$ cat src/rtl/saber_trail_buffer_if.sv
// rtl/saber_trail_buffer_if.sv - read request/response bundle for the saber trail history buffer
interface saber_trail_buffer_if #(
  parameter int AGE_W  = 3,
  parameter int DATA_W = 152
);
  logic              rd_req;
  logic [AGE_W-1:0]  rd_age;
  logic              rd_valid;
  logic              rd_err;
  logic [DATA_W-1:0] rd_data;

  // requester side (renderer / hit detection)
  modport master (
    output rd_req,
    output rd_age,
    input  rd_valid,
    input  rd_err,
    input  rd_data
  );

  // buffer side
  modport slave (
    input  rd_req,
    input  rd_age,
    output rd_valid,
    output rd_err,
    output rd_data
  );
endinterface

$ cat src/rtl/saber_trail_buffer.sv
// rtl/saber_trail_buffer.sv - decimated circular history of saber endpoint snapshots, readable by age
module saber_trail_buffer #(
  parameter int NUM_PTS = 4,
  parameter int XY_W    = 12,
  parameter int Z_W     = 14,
  parameter int DEPTH   = 8,
  parameter int DECIM   = 10,
  parameter int TIME_W  = 18,
  localparam int PT_W   = 2 * XY_W + Z_W,
  localparam int DATA_W = NUM_PTS * PT_W,
  localparam int AGE_W  = $clog2(DEPTH),
  localparam int CNT_W  = $clog2(DEPTH + 1)
) (
  input  logic                 clk_in,
  input  logic                 rst_in,
  input  logic [TIME_W-1:0]    curr_time,
  input  logic                 freeze_in,
  input  logic [DATA_W-1:0]    pos_in,
  saber_trail_buffer_if.slave  rd,
  output logic [CNT_W-1:0]     fill_count,
  output logic                 sample_strobe
);

  // a decimation counter needs at least one bit even when every tick is sampled
  localparam int DC_W = (DECIM > 1) ? $clog2(DECIM) : 1;
  // one spare bit so wr_ptr - 1 - age can be formed as a non-negative sum before the modulo
  localparam int IW   = AGE_W + 1;

  logic [DATA_W-1:0] mem [DEPTH];
  logic [TIME_W-1:0] last_time;
  logic [DC_W-1:0]   decim_cnt;
  logic [AGE_W-1:0]  wr_ptr;

  logic              tick;
  logic              do_sample;
  logic              age_bad;
  logic [IW-1:0]     rd_sum;
  logic [AGE_W-1:0]  rd_idx;

  // tick detection, sample decision and read address; the index avoids any power-of-two wrap
  always_comb begin
    tick      = (curr_time != last_time);
    do_sample = tick && !freeze_in && (decim_cnt == '0);
    age_bad   = (32'(rd.rd_age) >= 32'(fill_count));
    rd_sum    = IW'(wr_ptr) + IW'(DEPTH - 1) - IW'(rd.rd_age);
    rd_idx    = AGE_W'((rd_sum >= IW'(DEPTH)) ? (rd_sum - IW'(DEPTH)) : rd_sum);
  end

  // snapshot storage; not cleared by reset since fill_count hides stale entries
  always_ff @(posedge clk_in) begin
    if (!rst_in && do_sample) begin
      mem[wr_ptr] <= pos_in;
    end
  end

  // time tracking, decimation, write pointer, fill level and registered read port
  always_ff @(posedge clk_in) begin
    if (rst_in) begin
      last_time     <= '0;
      decim_cnt     <= '0;
      wr_ptr        <= '0;
      fill_count    <= '0;
      sample_strobe <= 1'b0;
      rd.rd_valid   <= 1'b0;
      rd.rd_err     <= 1'b0;
      rd.rd_data    <= '0;
    end else begin
      last_time     <= curr_time;
      sample_strobe <= do_sample;

      if (tick && !freeze_in) begin
        decim_cnt <= (decim_cnt == DC_W'(DECIM - 1)) ? '0 : decim_cnt + DC_W'(1);
      end

      if (do_sample) begin
        wr_ptr <= (wr_ptr == AGE_W'(DEPTH - 1)) ? '0 : wr_ptr + AGE_W'(1);
        if (fill_count != CNT_W'(DEPTH)) begin
          fill_count <= fill_count + CNT_W'(1);
        end
      end

      // reads see the state from the start of this cycle, so a same-cycle sample is not visible yet
      if (rd.rd_req) begin
        rd.rd_valid <= 1'b1;
        if (age_bad) begin
          rd.rd_err  <= 1'b1;
          rd.rd_data <= '0;
        end else begin
          rd.rd_err  <= 1'b0;
          rd.rd_data <= mem[rd_idx];
        end
      end else begin
        rd.rd_valid <= 1'b0;
      end
    end
  end

endmodule

$ cat src/flat_wrapper.sv
// flat-port wrapper written by rule: the top's interface ports become plain ports
module saber_trail_buffer_flat 
#(
  parameter int NUM_PTS = 4,
  parameter int XY_W    = 12,
  parameter int Z_W     = 14,
  parameter int DEPTH   = 8,
  parameter int DECIM   = 10,
  parameter int TIME_W  = 18,
  localparam int PT_W   = 2 * XY_W + Z_W,
  localparam int DATA_W = NUM_PTS * PT_W,
  localparam int AGE_W  = $clog2(DEPTH),
  localparam int CNT_W  = $clog2(DEPTH + 1)
)
  (clk_in, rst_in, curr_time, freeze_in, pos_in, fill_count, sample_strobe, rd_rd_req, rd_rd_age, rd_rd_valid, rd_rd_err, rd_rd_data);
  saber_trail_buffer_if #(.AGE_W((3)), .DATA_W((NUM_PTS * (2 * XY_W + Z_W)))) rd_i ();
  input  logic clk_in;
  input  logic rst_in;
  input  logic [TIME_W-1:0] curr_time;
  input  logic freeze_in;
  input  logic [DATA_W-1:0] pos_in;
  output logic [CNT_W-1:0] fill_count;
  output logic sample_strobe;
  input wire logic [$bits(rd_i.rd_req)-1:0] rd_rd_req;
  input wire logic [$bits(rd_i.rd_age)-1:0] rd_rd_age;
  output wire logic [$bits(rd_i.rd_valid)-1:0] rd_rd_valid;
  output wire logic [$bits(rd_i.rd_err)-1:0] rd_rd_err;
  output wire logic [$bits(rd_i.rd_data)-1:0] rd_rd_data;
  assign rd_i.rd_req = rd_rd_req;
  assign rd_i.rd_age = rd_rd_age;
  assign rd_rd_valid = rd_i.rd_valid;
  assign rd_rd_err = rd_i.rd_err;
  assign rd_rd_data = rd_i.rd_data;
  saber_trail_buffer #(.NUM_PTS(NUM_PTS), .XY_W(XY_W), .Z_W(Z_W), .DEPTH(DEPTH), .DECIM(DECIM), .TIME_W(TIME_W)) u_core (.clk_in(clk_in), .rst_in(rst_in), .curr_time(curr_time), .freeze_in(freeze_in), .pos_in(pos_in), .rd(rd_i), .fill_count(fill_count), .sample_strobe(sample_strobe));
endmodule
$ cat config.mk
export PLATFORM = sky130hd
export DESIGN_NAME = saber_trail_buffer_flat
export DESIGN_NICKNAME = d
export VERILOG_FILES = /design/src/rtl/saber_trail_buffer_if.sv /design/src/rtl/saber_trail_buffer.sv /design/src/flat_wrapper.sv
export SDC_FILE = /design/constraint.sdc
export NUM_CORES = 1
export LEC_CHECK = 0
export CORE_ASPECT_RATIO = 1.5
export CORE_MARGIN = 10
export CORE_UTILIZATION = 36
export CTS_CLUSTER_DIAMETER = 80
export CTS_CLUSTER_SIZE = 14
export DETAILED_ROUTE_END_ITERATION = 6
export HOLD_SLACK_MARGIN = 0.05
export SLEW_MARGIN = 20
export SYNTH_ARGS = -nofsm -noshare
export SYNTH_HDL_FRONTEND = slang
export SYNTH_SLANG_ARGS = --single-unit
$ cat constraint.sdc
create_clock -name clk_in -period 27.2 [get_ports clk_in]
set_input_delay 6.8 -clock clk_in [delete_from_list [all_inputs] [get_ports clk_in]]
set_output_delay 6.8 -clock clk_in [all_outputs]
set_load 0.01 [all_outputs]
-- Yosys cells after proc, flatten, opt, wreduce, memory -nomap -nowiden
Memories as Yosys holds them, arrays and structs flattened.
Cells that the tools add are included.
- add/sub/neg operators: 6
- $lt $le $gt $ge: 2
- equal/unequal tests: 4
- multiplexer cells: 8
- reductions and logical operators: 7
- operators with widths (kind ; count):
    $mux W152 ; 1
    $ne A18 B18 Y1 ; 1
    $add A4 B1 Y4 const B ; 2
    $mux W3 ; 2
    $add A3 B3 Y4 const B ; 1
    $eq A4 B4 Y1 const B ; 1
    $ge A3 B4 Y1 ; 1
    $ge A4 B4 Y1 const B ; 1
    $logic_not A4 Y1 ; 1
    $mux W1 ; 4
    $mux W4 ; 1
    $ne A4 B4 Y1 const B ; 1
    $sub A4 B3 Y4 ; 1
    $add A3 B1 Y3 const B ; 1
    $eq A3 B3 Y1 const B ; 1
    $logic_and A1 B1 Y1 ; 3
    $sub A3 B1 Y3 const B ; 1
    $logic_not A1 Y1 ; 2
    $reduce_and A2 Y1 ; 1
- register bits after elaboration: 184
- RAM bits: 1216
- bits of input ports: 177
- output and inout port bits: 159
- word-level logic and storage cells: 36
- memories: 1
- memories (memory ; depth ; width ; rd ports ; clocked after Yosys merged registers in ; write ports ; RTL line ; RTL):
    u_core.mem ; 8 ; 152 ; 1 ; 0 ; 1 ; saber_trail_buffer.sv:29 ; logic [DATA_W-1:0] mem [DEPTH];

-- Logic depth before layout (Yosys ltp)
Gate-level depths: netlist of the first run.
- depth after elaboration: 6
- mapped depth: 11
- mapped depth without buffers: 9

-- Worst setup path after synthesis of the first run
No wires, ideal clock.
- path kind: input-to-reg
- start point: input port curr_time[3]
- end point: memory u_core.mem[4][0], enable pin
- setup time: 1.088 ns
- arrival time: 23.213 ns
- required time: 26.112 ns
- slack: 2.898 ns
- stages: 7
- buffers on the path: 2
- path through: xnor2_1 nand4_1 nor3_1 a211o_1 buf_2 buf_1 nor4b_1
- word-level cells in the longest chain between the ends: 6
- RTL lines (item ; RTL line ; RTL):
    start: declaration ; flat_wrapper.sv:19 ; input logic [TIME_W-1:0] curr_time;
    $ne A18 B18 Y1 ; saber_trail_buffer.sv:42 ; tick = (curr_time != last_time);
    $logic_and A1 B1 Y1 (2 in a row) ; saber_trail_buffer.sv:43 ; do_sample = tick && !freeze_in && (decim_cnt == '0);
    $logic_and A1 B1 Y1 ; saber_trail_buffer.sv:51 ; if (!rst_in && do_sample) begin
    $mux W1 ; saber_trail_buffer.sv:51 ;
    $mux W1 (implied by the code) ; saber_trail_buffer.sv:52 ; mem[wr_ptr] <= pos_in;
    end: declaration ; saber_trail_buffer.sv:29 ;
Every way passes these cells.

-- Worst setup path after layout of the first run
- start point: input port rd_rd_age[0]
- end point: register u_core.rd.rd_data[140]
- word-level cells in the longest chain between the ends: 5
- elaborated cells on any way between the ends: 7
- classes of those cells: add/sub (2); order compare (2); mux (2); memory (1)
- RTL lines (item ; RTL line ; RTL):
    start: declaration ; flat_wrapper.sv:25 ; input wire logic [$bits(rd_i.rd_age)-1:0] rd_rd_age;
    $sub A4 B3 Y4 ; saber_trail_buffer.sv:45 ; rd_sum = IW'(wr_ptr) + IW'(DEPTH - 1) - IW'(rd.rd_age);
    $ge A4 B4 Y1 / $sub A3 B1 Y3 (equally long branches) ; saber_trail_buffer.sv:46 ; rd_idx = AGE_W'((rd_sum >= IW'(DEPTH)) ? (rd_sum - IW'(DEPTH)) : rd_sum);
    $mux W3 ; saber_trail_buffer.sv:46 ;
    $mem_v2 Z8 W152 ; - ;
    $mux W152 (*) ; saber_trail_buffer.sv:85 ; if (age_bad) begin
    end signal: assignment ; saber_trail_buffer.sv:90 ; rd.rd_data <= mem[rd_idx];
    end: declaration ; saber_trail_buffer_if.sv:27 ; output rd_data
Mark *: on every way between the ends. The rest lies on a longest branch, timed or not.
A chain may end at the register's enable or synchronous reset.

==> flow_summary.toml, run 1 <==
[timing]
finalCritPeriodShare_pct = 42.6
finalMaxSlewViolations = 0
tightest_slew_ns = 1.09
final-setup-viol-count = 0
tns_ns = 0
max_freq_ghz = 0.0864
rsz0062_at_grt = "no"
fin_worst_skew_ns = 0.0205
slew_headroom_pct = 27.6
finalHoldViolations = 0
fin_crit_ns = 11.57

[finish]
final_common_cell = "nand2_1"
nNetsFinal = 4198
final_cell_mix = "nand2_1, edfxtp_1, clkdlybuf4s50_1"
stdcell_count = 5998
drive_gt1_share_pct = 4.83
post-route-cell-area_um2 = 60600
synthToLayoutAreaGrowth_pct = 16.4
n_fill_cell = 13000
final_util_pct = 42.3

[worst_setup_path]
crit_family = "buffers and inverters"
start_kind = "input pin"
crit_buf_inv = 6
path_common_cell = "buf_4"
endpoint_kind = "register"
cp.required_ns = 27.88
crit_chain = "clkdlybuf4s50_1 > inv_1 > ha_1 > fa_1 > xnor2_2 > xnor2_4 > buf_4 > buf_4 > buf_4 > buf_4 > nand2_1 > and3_1 > a31oi_1 > a32o_1"
cp_max_fo = 76
crit_type = "input pin to register"
cp_slowest_cell = "buf_4"
worst_ep_arrival_time_ns = 12.26
slowest_delay_ns = 0.75

[grt]
grt_pass1_wl_um = 196000
antenna_found_initial = 23
grt_max_degree = 199
grt_pass1_vias = 30900
overflow = 0
track_usage_pct = 16.1

[yosys]
synth_fp_nets = 3932
synth.yosys.seq_area_share_pct = 77.2
synth_area_leader_cell = "edfxtp_1"
ys_seq_elements = 1400
avgSynthCellArea_um2 = 13.9
synthFlopType = "edfxtp_1"
yosysWarningCount = 0
ys_async_sr_fraction_pct = 0
yosysTopAreaCellShare_pct = 70.1
synth.area.top_cells = "edfxtp_1, nand2_1, dfxtp_1, a31oi_1, and3_1"
yosysUniqueCellTypes = 37
synth_area_um2 = 52100
syn_inst = 3746
synth-edff-count = 1216

[hold_path]
hold_class = "register to register"

[detailed_routing]
drc_errors = 0
routed_via_density = 5.22
dr_total_vias = 31300
drt_iter0_markers = 2090
wl_um = 133000
first_pass_iters = 7
wl_per_cell_um = 22.3
antenna_left = 0

[clock_tree]
cts_sinks = 1400
cts_setup_buffers = 0
path_clk_slew_ns = 0.06
cts_buffers = 111
cts_resized = 0
cts_tree = "done"
cts.hold.buffers_added = 0
htreeDepth = 3
cts_root_buf = "clkbuf_16"
clock_latency_ns = 0.74
cts_max_path_buffers = 3

[power]
p_total_mw = 4.36
vdd_drop_max_uv = 56.4
p_per_area_nw_per_um2 = 71.9
power_leakage_nw = 20.8

[placed_design]
io_buffers = 335
postPlaceCellArea_um2 = 57400
hpwlAfterDp_um = 69300
placed_cells = 5791
gp_congestion = 0.734

[die]
ios = 336
die-width_um = 331
core.rowCount = 170
die_h_um = 486
dieArea_um2 = 161000
core_area_um2 = 143000
start_util_pct = 36.3

[job]
cap_viol_max_count = 0

[run_status]
status = "completed"
worst paths after layout:
kind	from	end	slack, ns	cells past startpoint
max	rd_rd_age[0]	u_core.rd.rd_data[140]$_SDFFE_PP0P_	15.63	14
min	u_core.rd.rd_data[20]$_SDFFE_PP0P_	u_core.rd.rd_data[20]$_SDFFE_PP0P_	0.46	1
max reg2reg	u_core.wr_ptr[0]$_SDFFE_PP0P_	u_core.rd.rd_data[140]$_SDFFE_PP0P_	21.72	12
min reg2reg	u_core.rd.rd_data[20]$_SDFFE_PP0P_	u_core.rd.rd_data[20]$_SDFFE_PP0P_	0.46	1
cell usage after synthesis, types with 6 or more instances:
cell	n
nor2b_1	23
a21oi_1	6
dfxtp_1	184
a32o_1	153
and3_1	304
edfxtp_1	1216
a31oi_1	305
xnor2_1	18
clkbuf_1	110
nor2_1	12
nand2_1	1224
inv_1	9
buf_2	125
ha_1	8
worst register-to-register path, stage by stage, from the launching register on:
cell	delay, ns
dfxtp_1	0.42
ha_1	0.25
fa_1	0.40
xnor2_2	0.41
xnor2_4	0.24
buf_4	0.69
buf_4	0.74
buf_4	0.77
buf_4	0.77
nand2_1	0.16
and3_1	0.21
a31oi_1	0.16
a32o_1	0.18
area by class of cell:
cell class              count  area (µm²)  area share (%)
diodes                      6        15.0          0.0248
clock buffers             195        3160            5.21
clock inverters             6        71.3           0.118
inverters                   9        33.8          0.0557
multi-input cells        2096       10900            17.9
flip-flops and latches   1400       40200            66.3
well taps                1892        2370            3.91
repair buffers            394        3900            6.43
registers in the layout (all words and copies together) (netlist names):
| name | flops |
|---|---|
| u_core.last_time | 18 |
| u_core.rd.rd_err | 1 |
| u_core.rd.rd_valid | 1 |
| u_core.fill_count | 4 |
| u_core.rd.rd_data | 152 |
| u_core.sample_strobe | 1 |
| u_core.wr_ptr | 3 |
| u_core.decim_cnt | 4 |
| u_core.mem | 1216 |
per-layer routing:
| metal | vias to the layer above | share of wire [%] | global-route usage [%] |
|---|---|---|---|
| met5 | - | 0.16 | 0 |
| met4 | 36 | 2.1 | 4.99 |
| met3 | 216 | 7.0 | 3.64 |
| met2 | 833 | 50 | 27.9 |
| met1 | 15900 | 41 | 19.8 |
| li1 | 14400 | - | - |
metrics by stage:
stage	worst slack, ns	hold slack, ns
finish	15.63	0.465
global placement	14.93	0.446
detailed placement	14.89	0.454
CTS	15.70	0.469
floorplan	2.90	0.483
global route	15.25	0.481
logic make-up after synthesis:
logic type | Yosys count | synth area share [%]
and+or+nand+nor | 1588 | 13.1
DFF | 1400 | 77.2
AOI/OAI and AO/OA | 471 | 6.77
buffers and inverters | 250 | 2.12
xor gates and xnor gates | 23 | 0.430
adders and majority gates | 9 | 0.231
muxes | 5 | 0.101
power by group:
group	switching, mW	total [mW]	internal (mW)
Sequential	0.0196	2.39	2.37
Combinational	0.299	0.460	0.162
Clock	0.723	1.51	0.782
Total	1.04	4.36	3.32
Power figures use the tool's default switching activity.
==> run 2, diff against run 1 <==
Clock period 27.2 ns to 11.7 ns, I/O delays scaled along.
==> run 2 against run 1 <==
- clock skew down 0.0013 ns
- power up 130%
- global-route usage about the same
- worst hold slack better by 0.0018 ns
- non-clock buffer count down 8
- largest power group unchanged
- cell area up 0.12%
- register-to-register slack worse by 14 ns
- sequential share of layout area down 0.082 points
==> flow_summary.toml, run 2 (synthesis results as in run 1) <==
[run_status]
status = "completed"

[worst_setup_path]
reg2reg_to = "u_core.rd.rd_data[63]$_SDFFE_PP0P_"
crit_type = "input pin to register"
cp-startpoint = "rd_rd_age[0]"
ff2ff_setup_slack_ns = 7.55
worst_ep_arrival_time_ns = 7.03
worstRegToRegCells = 10
endpoint_kind = "register"
cp_max_fo = 180
endpoint = "u_core.rd.rd_data[63]$_SDFFE_PP0P_"
cp.required_ns = 12.37
start_kind = "input pin"
regToRegStartpoint = "u_core.wr_ptr[0]$_SDFFE_PP0P_"

[grt]
track_usage_pct = 16.2
grt_pass1_vias = 30800
overflow = 0
grt_max_degree = 200
grt_pass1_wl_um = 197000
antenna_found_initial = 17

[finish]
top_register = "u_core.mem"
post-route-cell-area_um2 = 60700
drive_gt1_share_pct = 4.62
final_common_cell = "nand2_1"
nNetsFinal = 4190
final_cell_mix = "nand2_1, edfxtp_1, clkdlybuf4s50_1"
reg.largest.list = "u_core.mem: 1216 flops, u_core.rd.rd_data: 152 flops, u_core.last_time: 18 flops"
largest_reg_flops = 1216
synthToLayoutAreaGrowth_pct = 16.6

[timing]
finalMaxSlewViolations = 0
fin_worst_skew_ns = 0.0192
finalCritPeriodShare_pct = 54.4
final-setup-viol-count = 0
rsz0062_at_grt = "no"
finalHoldViolations = 0
fin_crit_ns = 6.37
tightest_slew_ns = 1.07
setup_ws_ns = 5.33
timing.hold.ws_ns = 0.467
max_freq_ghz = 0.157
slew_headroom_pct = 28.4

[power]
p_total_mw = 10.2
p_per_area_nw_per_um2 = 167
power_leakage_nw = 20.8
vdd_drop_max_uv = 160

[detailed_routing]
drc_errors = 0
first_pass_iters = 5
wl_um = 133000
dr_total_vias = 31300
drt_iter0_markers = 2267
wl_per_cell_um = 22.3
routed_via_density = 5.22
antenna_left = 0

[job]
cap_viol_max_count = 0

[die]
die_h_um = 486
die-width_um = 331
core_area_um2 = 143000
dieArea_um2 = 161000
start_util_pct = 36.3
ios = 336
core.rowCount = 170

[placed_design]
gp_congestion = 0.722
hpwlAfterDp_um = 66800
place_ws_ns = 4.62
io_buffers = 335
postPlaceCellArea_um2 = 57400

[clock_tree]
cts_root_buf = "clkbuf_16"
cts_max_path_buffers = 3
cts_tree = "done"
cts.hold.buffers_added = 0
cts_sinks = 1400
path_clk_slew_ns = 0.07
cts_resized = 0
htreeDepth = 3
cts_setup_buffers = 0
clock_latency_ns = 0.73
cts_buffers = 111

[hold_path]
hold_class = "register to register"
==> run 2: area by class of cell <==
class,count,area (µm²)
clock inverter,4,52.6
inverter,9,33.8
antenna,6,15.0
clock buffer,199,3180
fill,13000,82700
timing repair buffer,386,3920
multi-input combinational,2096,10900
sequential,1400,40200
tap,1892,2370
==> run 2: layer usage <==
layer / share of wire, % / routed length, µm / GRT usage [%] / vias up
met5: 0.11 / 142 / 0 / -
li1: - / - / - / 14300
met4: 2.2 / 2910 / 5.00 / 24
met1: 41 / 54300 / 19.8 / 15800
met3: 7.0 / 9330 / 3.66 / 185
met2: 50 / 66700 / 28.0 / 890
==> run 2: worst min-delay path by stage <==
stage | from | slack [ns] | cells past startpoint | to
floorplan | u_core.decim_cnt[3]$_SDFFE_PP0P_ | 0.48 | 1 | u_core.decim_cnt[3]$_SDFFE_PP0P_
CTS | u_core.rd.rd_data[117]$_SDFFE_PP0P_ | 0.47 | 1 | u_core.rd.rd_data[117]$_SDFFE_PP0P_
finish | u_core.rd.rd_data[128]$_SDFFE_PP0P_ | 0.47 | 1 | u_core.rd.rd_data[128]$_SDFFE_PP0P_
global route | u_core.rd.rd_data[117]$_SDFFE_PP0P_ | 0.48 | 1 | u_core.rd.rd_data[117]$_SDFFE_PP0P_
global placement | u_core.rd.rd_data[131]$_SDFFE_PP0P_ | 0.45 | 1 | u_core.rd.rd_data[131]$_SDFFE_PP0P_
detailed placement | u_core.rd.rd_data[41]$_SDFFE_PP0P_ | 0.46 | 1 | u_core.rd.rd_data[41]$_SDFFE_PP0P_
==> run 2: critical path, cell delays in order <==
cell	delay (ns)
clkdlybuf4s50_1	0.46
inv_1	0.06
ha_1	0.21
fa_1	0.41
xnor2_2	0.42
xnor2_4	0.19
buf_4	0.71
buf_12	0.62
nand2_1	0.14
and3_1	0.20
a31oi_1	0.19
a32o_1	0.18
==> run 2: power breakdown <==
| group | internal [mW] | total, mW | switching (mW) |
|---|---|---|---|
| sequential | 5.51 | 5.56 | 0.0419 |
| clock | 1.85 | 3.52 | 1.67 |
| combinational | 0.381 | 1.08 | 0.703 |
| total | 7.74 | 10.2 | 2.41 |
==> run 2: metrics by stage <==
stage,TNS (ns),utilization [%],instances
after floorplan,-1994.35,-,3746
after global placement,0,40.0,5782
after detailed placement,0,40.0,5782
after CTS,0,42.3,5985
after global routing,0,42.3,5989
final,0,42.3,5992
